$ cat src/rtl/render_pkg.sv
// Shared constants and character state type for the per-pixel render scheduler.
package render_pkg;

  localparam logic [1:0] MEM_SEL_CHAR = 2'b11;
  localparam logic [1:0] MEM_SEL_MAP  = 2'b01;
  localparam logic [1:0] MEM_SEL_NONE = 2'b00;
  localparam int         TILE_W       = 8;
  localparam int         CHAR_W       = 8;

  typedef struct packed {
    logic       en;
    logic [9:0] x;
    logic [9:0] y;
    logic [7:0] code;
  } char_state_t;

endpackage

$ cat src/rtl/render_scheduler_if.sv
// Scan-position stream, character state, map RAM port and per-pixel render outputs.
interface render_scheduler_if #(parameter int NUM_CHAR = 4);

  logic                  i_pix_valid;
  logic [9:0]            i_x;
  logic [9:0]            i_y;
  logic                  i_frame_start;
  logic [NUM_CHAR-1:0]   i_char_en;
  logic [NUM_CHAR*10-1:0] i_char_x;
  logic [NUM_CHAR*10-1:0] i_char_y;
  logic [NUM_CHAR*8-1:0] i_char_code;
  logic [9:0]            o_map_rd_addr;
  logic [4:0]            i_map_rd_data;
  logic                  o_valid;
  logic [1:0]            o_mem_select;
  logic [4:0]            o_address_map;
  logic [7:0]            o_address_char;
  logic [5:0]            o_tile_offset;
  logic [5:0]            o_char_offset;

  modport master (
    output i_pix_valid, i_x, i_y, i_frame_start, i_char_en, i_char_x, i_char_y,
           i_char_code, i_map_rd_data,
    input  o_map_rd_addr, o_valid, o_mem_select, o_address_map, o_address_char,
           o_tile_offset, o_char_offset
  );

  modport slave (
    input  i_pix_valid, i_x, i_y, i_frame_start, i_char_en, i_char_x, i_char_y,
           i_char_code, i_map_rd_data,
    output o_map_rd_addr, o_valid, o_mem_select, o_address_map, o_address_char,
           o_tile_offset, o_char_offset
  );

endinterface

$ cat src/rtl/char_hit_check.sv
// Combinational test of one pixel against one 8x8 character box; wraps modulo 1024.
module char_hit_check
  import render_pkg::*;
(
  input  logic [9:0]  pix_x,
  input  logic [9:0]  pix_y,
  input  char_state_t chr,
  output logic        hit,
  output logic [2:0]  dx,
  output logic [2:0]  dy
);

  logic [9:0] ddx;
  logic [9:0] ddy;

  assign ddx = pix_x - chr.x;
  assign ddy = pix_y - chr.y;
  assign hit = chr.en && (ddx < 10'(CHAR_W)) && (ddy < 10'(CHAR_W));
  assign dx  = ddx[2:0];
  assign dy  = ddy[2:0];

endmodule

$ cat src/rtl/render_scheduler.sv
// Per-pixel character/map priority scheduler, fixed 2-cycle latency, never back-pressures.
module render_scheduler
  import render_pkg::*;
#(
  parameter int NUM_CHAR = 4,
  parameter int MAP_COLS = 28,
  parameter int MAP_ROWS = 31,
  parameter int ORG_X    = 208,
  parameter int ORG_Y    = 116
) (
  input  logic              i_clk,
  input  logic              i_rst,
  render_scheduler_if.slave bus
);

  char_state_t          shadow [NUM_CHAR];
  logic [NUM_CHAR-1:0]  hit;
  logic [2:0]           hit_dx [NUM_CHAR];
  logic [2:0]           hit_dy [NUM_CHAR];

  // Character state only changes at frame boundaries; same-cycle pixels see the old copy.
  always_ff @(posedge i_clk) begin
    if (i_rst) begin
      for (int k = 0; k < NUM_CHAR; k++) shadow[k] <= '0;
    end else if (bus.i_frame_start) begin
      for (int k = 0; k < NUM_CHAR; k++) begin
        shadow[k].en   <= bus.i_char_en[k];
        shadow[k].x    <= bus.i_char_x[k*10 +: 10];
        shadow[k].y    <= bus.i_char_y[k*10 +: 10];
        shadow[k].code <= bus.i_char_code[k*8 +: 8];
      end
    end
  end

  for (genvar k = 0; k < NUM_CHAR; k++) begin : g_hit
    char_hit_check u_hit (
      .pix_x (bus.i_x),
      .pix_y (bus.i_y),
      .chr   (shadow[k]),
      .hit   (hit[k]),
      .dx    (hit_dx[k]),
      .dy    (hit_dy[k])
    );
  end

  logic [10:0] rx;
  logic [10:0] ry;
  logic        in_field;
  logic [9:0]  map_addr;
  logic [9:0]  addr_q;
  logic        addr_upd;

  assign rx       = {1'b0, bus.i_x} - 11'(ORG_X);
  assign ry       = {1'b0, bus.i_y} - 11'(ORG_Y);
  assign in_field = !rx[10] && !ry[10] &&
                    (rx[9:0] < 10'(MAP_COLS*TILE_W)) && (ry[9:0] < 10'(MAP_ROWS*TILE_W));
  assign map_addr = 10'(ry[7:3]) * 10'(MAP_COLS) + 10'(rx[7:3]);
  assign addr_upd = bus.i_pix_valid && in_field && !i_rst;

  // Address is held between in-field pixels so the RAM port does not toggle needlessly.
  assign bus.o_map_rd_addr = addr_upd ? map_addr : addr_q;

  logic       sel_hit;
  logic [7:0] sel_code;
  logic [5:0] sel_off;

  always_comb begin
    sel_hit  = 1'b0;
    sel_code = '0;
    sel_off  = '0;
    for (int k = NUM_CHAR-1; k >= 0; k--) begin
      if (hit[k]) begin
        sel_hit  = 1'b1;
        sel_code = shadow[k].code;
        sel_off  = {hit_dy[k], hit_dx[k]};
      end
    end
  end

  logic       s1_vld;
  logic       s1_hit;
  logic       s1_in_field;
  logic [7:0] s1_code;
  logic [5:0] s1_char_off;
  logic [5:0] s1_tile_off;

  always_ff @(posedge i_clk) begin
    if (i_rst) begin
      addr_q      <= '0;
      s1_vld      <= 1'b0;
      s1_hit      <= 1'b0;
      s1_in_field <= 1'b0;
      s1_code     <= '0;
      s1_char_off <= '0;
      s1_tile_off <= '0;
    end else begin
      if (addr_upd) addr_q <= map_addr;
      s1_vld      <= bus.i_pix_valid;
      s1_hit      <= sel_hit;
      s1_in_field <= in_field;
      s1_code     <= sel_code;
      s1_char_off <= sel_off;
      s1_tile_off <= {ry[2:0], rx[2:0]};
    end
  end

  logic       nx_valid;
  logic [1:0] nx_sel;
  logic [4:0] nx_amap;
  logic [7:0] nx_achar;
  logic [5:0] nx_toff;
  logic [5:0] nx_coff;

  always_comb begin
    nx_valid = 1'b0;
    nx_sel   = MEM_SEL_NONE;
    nx_amap  = '0;
    nx_achar = '0;
    nx_toff  = '0;
    nx_coff  = '0;
    if (s1_vld) begin
      nx_valid = 1'b1;
      if (s1_hit) begin
        nx_sel   = MEM_SEL_CHAR;
        nx_achar = s1_code;
        nx_coff  = s1_char_off;
      end else if (s1_in_field) begin
        nx_sel  = MEM_SEL_MAP;
        nx_amap = bus.i_map_rd_data;
        nx_toff = s1_tile_off;
      end
    end
  end

  logic       o_valid_q;
  logic [1:0] o_sel_q;
  logic [4:0] o_amap_q;
  logic [7:0] o_achar_q;
  logic [5:0] o_toff_q;
  logic [5:0] o_coff_q;

  always_ff @(posedge i_clk) begin
    if (i_rst) begin
      o_valid_q <= 1'b0;
      o_sel_q   <= MEM_SEL_NONE;
      o_amap_q  <= '0;
      o_achar_q <= '0;
      o_toff_q  <= '0;
      o_coff_q  <= '0;
    end else begin
      o_valid_q <= nx_valid;
      o_sel_q   <= nx_sel;
      o_amap_q  <= nx_amap;
      o_achar_q <= nx_achar;
      o_toff_q  <= nx_toff;
      o_coff_q  <= nx_coff;
    end
  end

  assign bus.o_valid        = o_valid_q;
  assign bus.o_mem_select   = o_sel_q;
  assign bus.o_address_map  = o_amap_q;
  assign bus.o_address_char = o_achar_q;
  assign bus.o_tile_offset  = o_toff_q;
  assign bus.o_char_offset  = o_coff_q;

endmodule

$ cat src/flat_wrapper.sv
// flat-port wrapper written by rule: the top's interface ports become plain ports
module render_scheduler_flat import render_pkg::*;
#(
  parameter int NUM_CHAR = 4,
  parameter int MAP_COLS = 28,
  parameter int MAP_ROWS = 31,
  parameter int ORG_X    = 208,
  parameter int ORG_Y    = 116
)
  (i_clk, i_rst, bus_i_pix_valid, bus_i_x, bus_i_y, bus_i_frame_start, bus_i_char_en, bus_i_char_x, bus_i_char_y, bus_i_char_code, bus_i_map_rd_data, bus_o_map_rd_addr, bus_o_valid, bus_o_mem_select, bus_o_address_map, bus_o_address_char, bus_o_tile_offset, bus_o_char_offset);
  render_scheduler_if #(.NUM_CHAR(NUM_CHAR)) bus_i ();
  input  logic i_clk;
  input  logic i_rst;
  input wire logic [$bits(bus_i.i_pix_valid)-1:0] bus_i_pix_valid;
  input wire logic [$bits(bus_i.i_x)-1:0] bus_i_x;
  input wire logic [$bits(bus_i.i_y)-1:0] bus_i_y;
  input wire logic [$bits(bus_i.i_frame_start)-1:0] bus_i_frame_start;
  input wire logic [$bits(bus_i.i_char_en)-1:0] bus_i_char_en;
  input wire logic [$bits(bus_i.i_char_x)-1:0] bus_i_char_x;
  input wire logic [$bits(bus_i.i_char_y)-1:0] bus_i_char_y;
  input wire logic [$bits(bus_i.i_char_code)-1:0] bus_i_char_code;
  input wire logic [$bits(bus_i.i_map_rd_data)-1:0] bus_i_map_rd_data;
  output wire logic [$bits(bus_i.o_map_rd_addr)-1:0] bus_o_map_rd_addr;
  output wire logic [$bits(bus_i.o_valid)-1:0] bus_o_valid;
  output wire logic [$bits(bus_i.o_mem_select)-1:0] bus_o_mem_select;
  output wire logic [$bits(bus_i.o_address_map)-1:0] bus_o_address_map;
  output wire logic [$bits(bus_i.o_address_char)-1:0] bus_o_address_char;
  output wire logic [$bits(bus_i.o_tile_offset)-1:0] bus_o_tile_offset;
  output wire logic [$bits(bus_i.o_char_offset)-1:0] bus_o_char_offset;
  assign bus_i.i_pix_valid = bus_i_pix_valid;
  assign bus_i.i_x = bus_i_x;
  assign bus_i.i_y = bus_i_y;
  assign bus_i.i_frame_start = bus_i_frame_start;
  assign bus_i.i_char_en = bus_i_char_en;
  assign bus_i.i_char_x = bus_i_char_x;
  assign bus_i.i_char_y = bus_i_char_y;
  assign bus_i.i_char_code = bus_i_char_code;
  assign bus_i.i_map_rd_data = bus_i_map_rd_data;
  assign bus_o_map_rd_addr = bus_i.o_map_rd_addr;
  assign bus_o_valid = bus_i.o_valid;
  assign bus_o_mem_select = bus_i.o_mem_select;
  assign bus_o_address_map = bus_i.o_address_map;
  assign bus_o_address_char = bus_i.o_address_char;
  assign bus_o_tile_offset = bus_i.o_tile_offset;
  assign bus_o_char_offset = bus_i.o_char_offset;
  render_scheduler #(.NUM_CHAR(NUM_CHAR), .MAP_COLS(MAP_COLS), .MAP_ROWS(MAP_ROWS), .ORG_X(ORG_X), .ORG_Y(ORG_Y)) u_core (.i_clk(i_clk), .i_rst(i_rst), .bus(bus_i));
endmodule
$ cat config.mk
export PLATFORM = sky130hd
export DESIGN_NAME = render_scheduler_flat
export DESIGN_NICKNAME = d
export VERILOG_FILES = /design/src/rtl/render_pkg.sv /design/src/rtl/render_scheduler_if.sv /design/src/rtl/char_hit_check.sv /design/src/rtl/render_scheduler.sv /design/src/flat_wrapper.sv
export SDC_FILE = /design/constraint.sdc
export NUM_CORES = 1
export LEC_CHECK = 0
export ABC_AREA = 1
export CAP_MARGIN = 10
export CELL_PAD_IN_SITES_DETAIL_PLACEMENT = 0
export CELL_PAD_IN_SITES_GLOBAL_PLACEMENT = 1
export CORE_AREA = 2 2 168 170
export CTS_CLUSTER_SIZE = 20
export DETAILED_ROUTE_END_ITERATION = 16
export DIE_AREA = 0 0 170 172
export GPL_ROUTABILITY_DRIVEN = 0
export GPL_TIMING_DRIVEN = 0
export HOLD_SLACK_MARGIN = 0.05
export MAX_ROUTING_LAYER = met4
export PLACE_DENSITY_LB_ADDON = 0.12
export SLEW_MARGIN = 10
export SYNTH_ARGS = -nofsm -noshare
export SYNTH_HDL_FRONTEND = slang
export SYNTH_SLANG_ARGS = --single-unit
$ cat constraint.sdc
create_clock -name i_clk -period 9.2 [get_ports i_clk]
set_input_delay 1.84 -clock i_clk [delete_from_list [all_inputs] [get_ports i_clk]]
set_output_delay 1.84 -clock i_clk [all_outputs]
set_load 0.005 [all_outputs]
==> impl_metrics.ini <==
[synth]
synthCells = 1548
syn_area_um2 = 11700
synthArstFlopShare_pct = 0
ys_types = 40
ys.flop_type = edfxtp_1
synth-seq-cells = 177
seq_area_frac_synth_pct = 40.3
syn-num-nets = 1792
avgSynthCellArea_um2 = 7.53
yosys_warnings = 0
synth_edf_count = 116

[floorplan]
start_util_pct = 42.4
io_pins = 183
rows = 61
die_y_um = 172
die_w_um = 170
core_area_um2 = 27500
dieArea_um2 = 29200

[route]
firstDrtPassIters = 5
route.detailed.drc = 0
viasPerCell = 4.72
wl_per_cell_um = 14.9
postRouteAntennaNets = 0
wl_um = 31400
vias = 9930
drt_iter0_markers = 556

[pwr]
pwr_density_cell_nw_per_um2 = 157
ir_drop_uv = 132
p_leak_nw = 7.30

[global_routing]
grt_first_pass_wirelength_um = 48600
grt_max_degree = 61
gr-total-overflow = 0
grt_usage_pct = 22.6
antenna_found_initial = 0
grt_pass1_vias = 9404

[setup_path]
end_kind = output pin
cp_slowest_stage_delay_ns = 0.87
cp-start-kind = input pin
cpMostUsedCell = inv_1
criticalPathCategory = input pin to output pin
cp_slowest_cell = clkdlybuf4s50_1
crit_chain = clkdlybuf4s50_1 -> inv_1 -> a21oi_1 -> xor2_1 -> inv_1 -> fa_1 -> inv_1 -> fa_1 -> nand2_1 -> o21ai_0 -> nand4_1 -> xor2_1 -> a21oi_1 -> clkdlybuf4s50_1
required_ns = 7.36
critPathMaxFanout = 6
crit_arrival_ns = 6.27

[final_layout]
final_core_util_pct = 53.0
multiInputGateArea_um2 = 5300
drive_gt1_share_pct = 4.77
ff_latch_area_um2 = 4700
final_nets = 1991
n_fill_cell = 2710
final_cell_mix = 391 x inv_1, 294 x nand2_1, 234 x nor2_1
antenna_cells = 0
final_common_cell = inv_1
area_delta_synth_final_pct = 24.9

[placement]
dp_hpwl_um = 24100
preCtsSetupSlack_ns = 1.07
port_buffers = 179

[sta]
slew_viol_final = 0
grt_setup_unrepaired = no
fin_ws_ns = 1.09
period_needed_ns = 8.11
tns_ns = 0
finalCritPeriodShare_pct = 88.2
hold_violations = 0
setup_viol = 0
fmax_mhz = 123
fin_skew_ns = 0.0135
worst_pin_slew_ns = 0.844
slew_headroom_pct = 43.7

[min_path]
hold_path.class = flop to flop

[cts]
cts_buffers = 17
hold_buffers = 0
cts_root_buffer = clkbuf_16
cts_max_level = 4
insertion_delay_ns = 0.45
cts_tree = built
cts_resized = 0
path_clk_slew_ns = 0.09
clockBufferDepth = 2
post-cts-setup-buffers = 0
cts_sinks = 177

[flow_run]
drv_cap = 0

[status]
outcome = finished, final reports clean
worst max-delay path, delay by kind of cell:
kind,cells,cell delay [ns]
buffers and inverters,5,1.74
adders and majority gates,2,1.14
AOI/OAI and AO/OA,3,0.68
xor gates and xnor gates,2,0.66
and+or+nand+nor,2,0.21
cell usage after synthesis (all sizes together), types with 2 or more instances:
cell / number / share of area (%)
o21ai: 16 / 0.72
o21bai: 4 / 0.26
a21boi: 3 / 0.19
a211oi: 11 / 0.71
nor3: 4 / 0.17
xor2: 23 / 1.7
a21o: 5 / 0.32
nor2: 243 / 8.1
a31oi: 3 / 0.16
xnor2: 19 / 1.4
buf: 22 / 1.1
or2: 4 / 0.21
nand3: 97 / 4.4
a21oi: 57 / 2.6
dfxtp: 61 / 10
nand4: 41 / 2.2
ha: 85 / 9.1
inv: 394 / 13
clkbuf: 13 / 0.42
nand3b: 9 / 0.58
edfxtp: 116 / 30
o211ai: 2 / 0.13
nand2: 298 / 9.7
fa: 14 / 2.4
metrics by stage:
step / total power [mW] / cell area (µm²) / hold slack, ns / std cells
after global placement: 1.50 / 13900 / 0.396 / 2073
after floorplan: 1.32 / 11700 / 0.394 / 1548
final: 2.29 / 14600 / 0.404 / 2106
after detailed placement: 1.51 / 13900 / 0.399 / 2074
after global routing: 2.42 / 14600 / 0.417 / 2106
after CTS: 2.31 / 14600 / 0.405 / 2106
flip-flops by register name (all words and copies together), names as in the netlist:
name / flops
u_core.s1_hit: 1
u_core.s1_char_off: 6
u_core.bus.o_mem_select: 2
u_core.bus.o_char_offset: 6
u_core.addr_q: 10
u_core.s1_in_field: 1
u_core.shadow: 116
u_core.bus.o_address_char: 8
u_core.bus.o_valid: 1
u_core.s1_tile_off: 6
u_core.bus.o_address_map: 5
u_core.s1_vld: 1
u_core.s1_code: 8
u_core.bus.o_tile_offset: 6
layer usage:
metal	GRT usage, %	vias to the layer above	wire, µm
li1	-	5165	-
met1	29.5	4498	14900
met2	37.7	242	14700
met3	2.47	25	1330
met4	5.87	0	507
met5	-	-	0
layout make-up:
class / count / share of cell area, %
multi-input cells: 942 / 36.4
flip-flops and latches: 177 / 32.3
repair buffers: 180 / 12.5
inverters: 394 / 10.2
well taps: 346 / 2.97
clock buffers: 17 / 2.92
clock inverters: 15 / 1.51
plain buffers: 35 / 1.25
cells by family after synthesis:
kind of cell	synth area share, %
xor+xnor	3.15
flops	40.3
simple gates	25.5
buf+inv	14.2
fa+ha+maj	11.5
compound gates	5.28
power by group:
group / switching [mW] / total (mW) / internal, mW
sequential: 0.0143 / 0.908 / 0.894
clock: 0.409 / 0.794 / 0.385
combinational: 0.345 / 0.584 / 0.238
path summary, 6_finish.rpt:
path	cells past startpoint	endpoint	from	slack, ns
setup / recovery	14	bus_o_map_rd_addr[8]	bus_i_y[2]	1.09
hold / removal	2	u_core.bus.o_tile_offset[0]$_SDFF_PP0_	u_core.s1_tile_off[0]$_SDFF_PP0_	0.40
setup reg to reg	19	u_core.s1_code[4]$_SDFF_PP0_	u_core.shadow[3][8]$_SDFFCE_PN0P_	6.25
hold reg to reg	2	u_core.bus.o_tile_offset[0]$_SDFF_PP0_	u_core.s1_tile_off[0]$_SDFF_PP0_	0.40
Power figures use the tool's default switching activity.
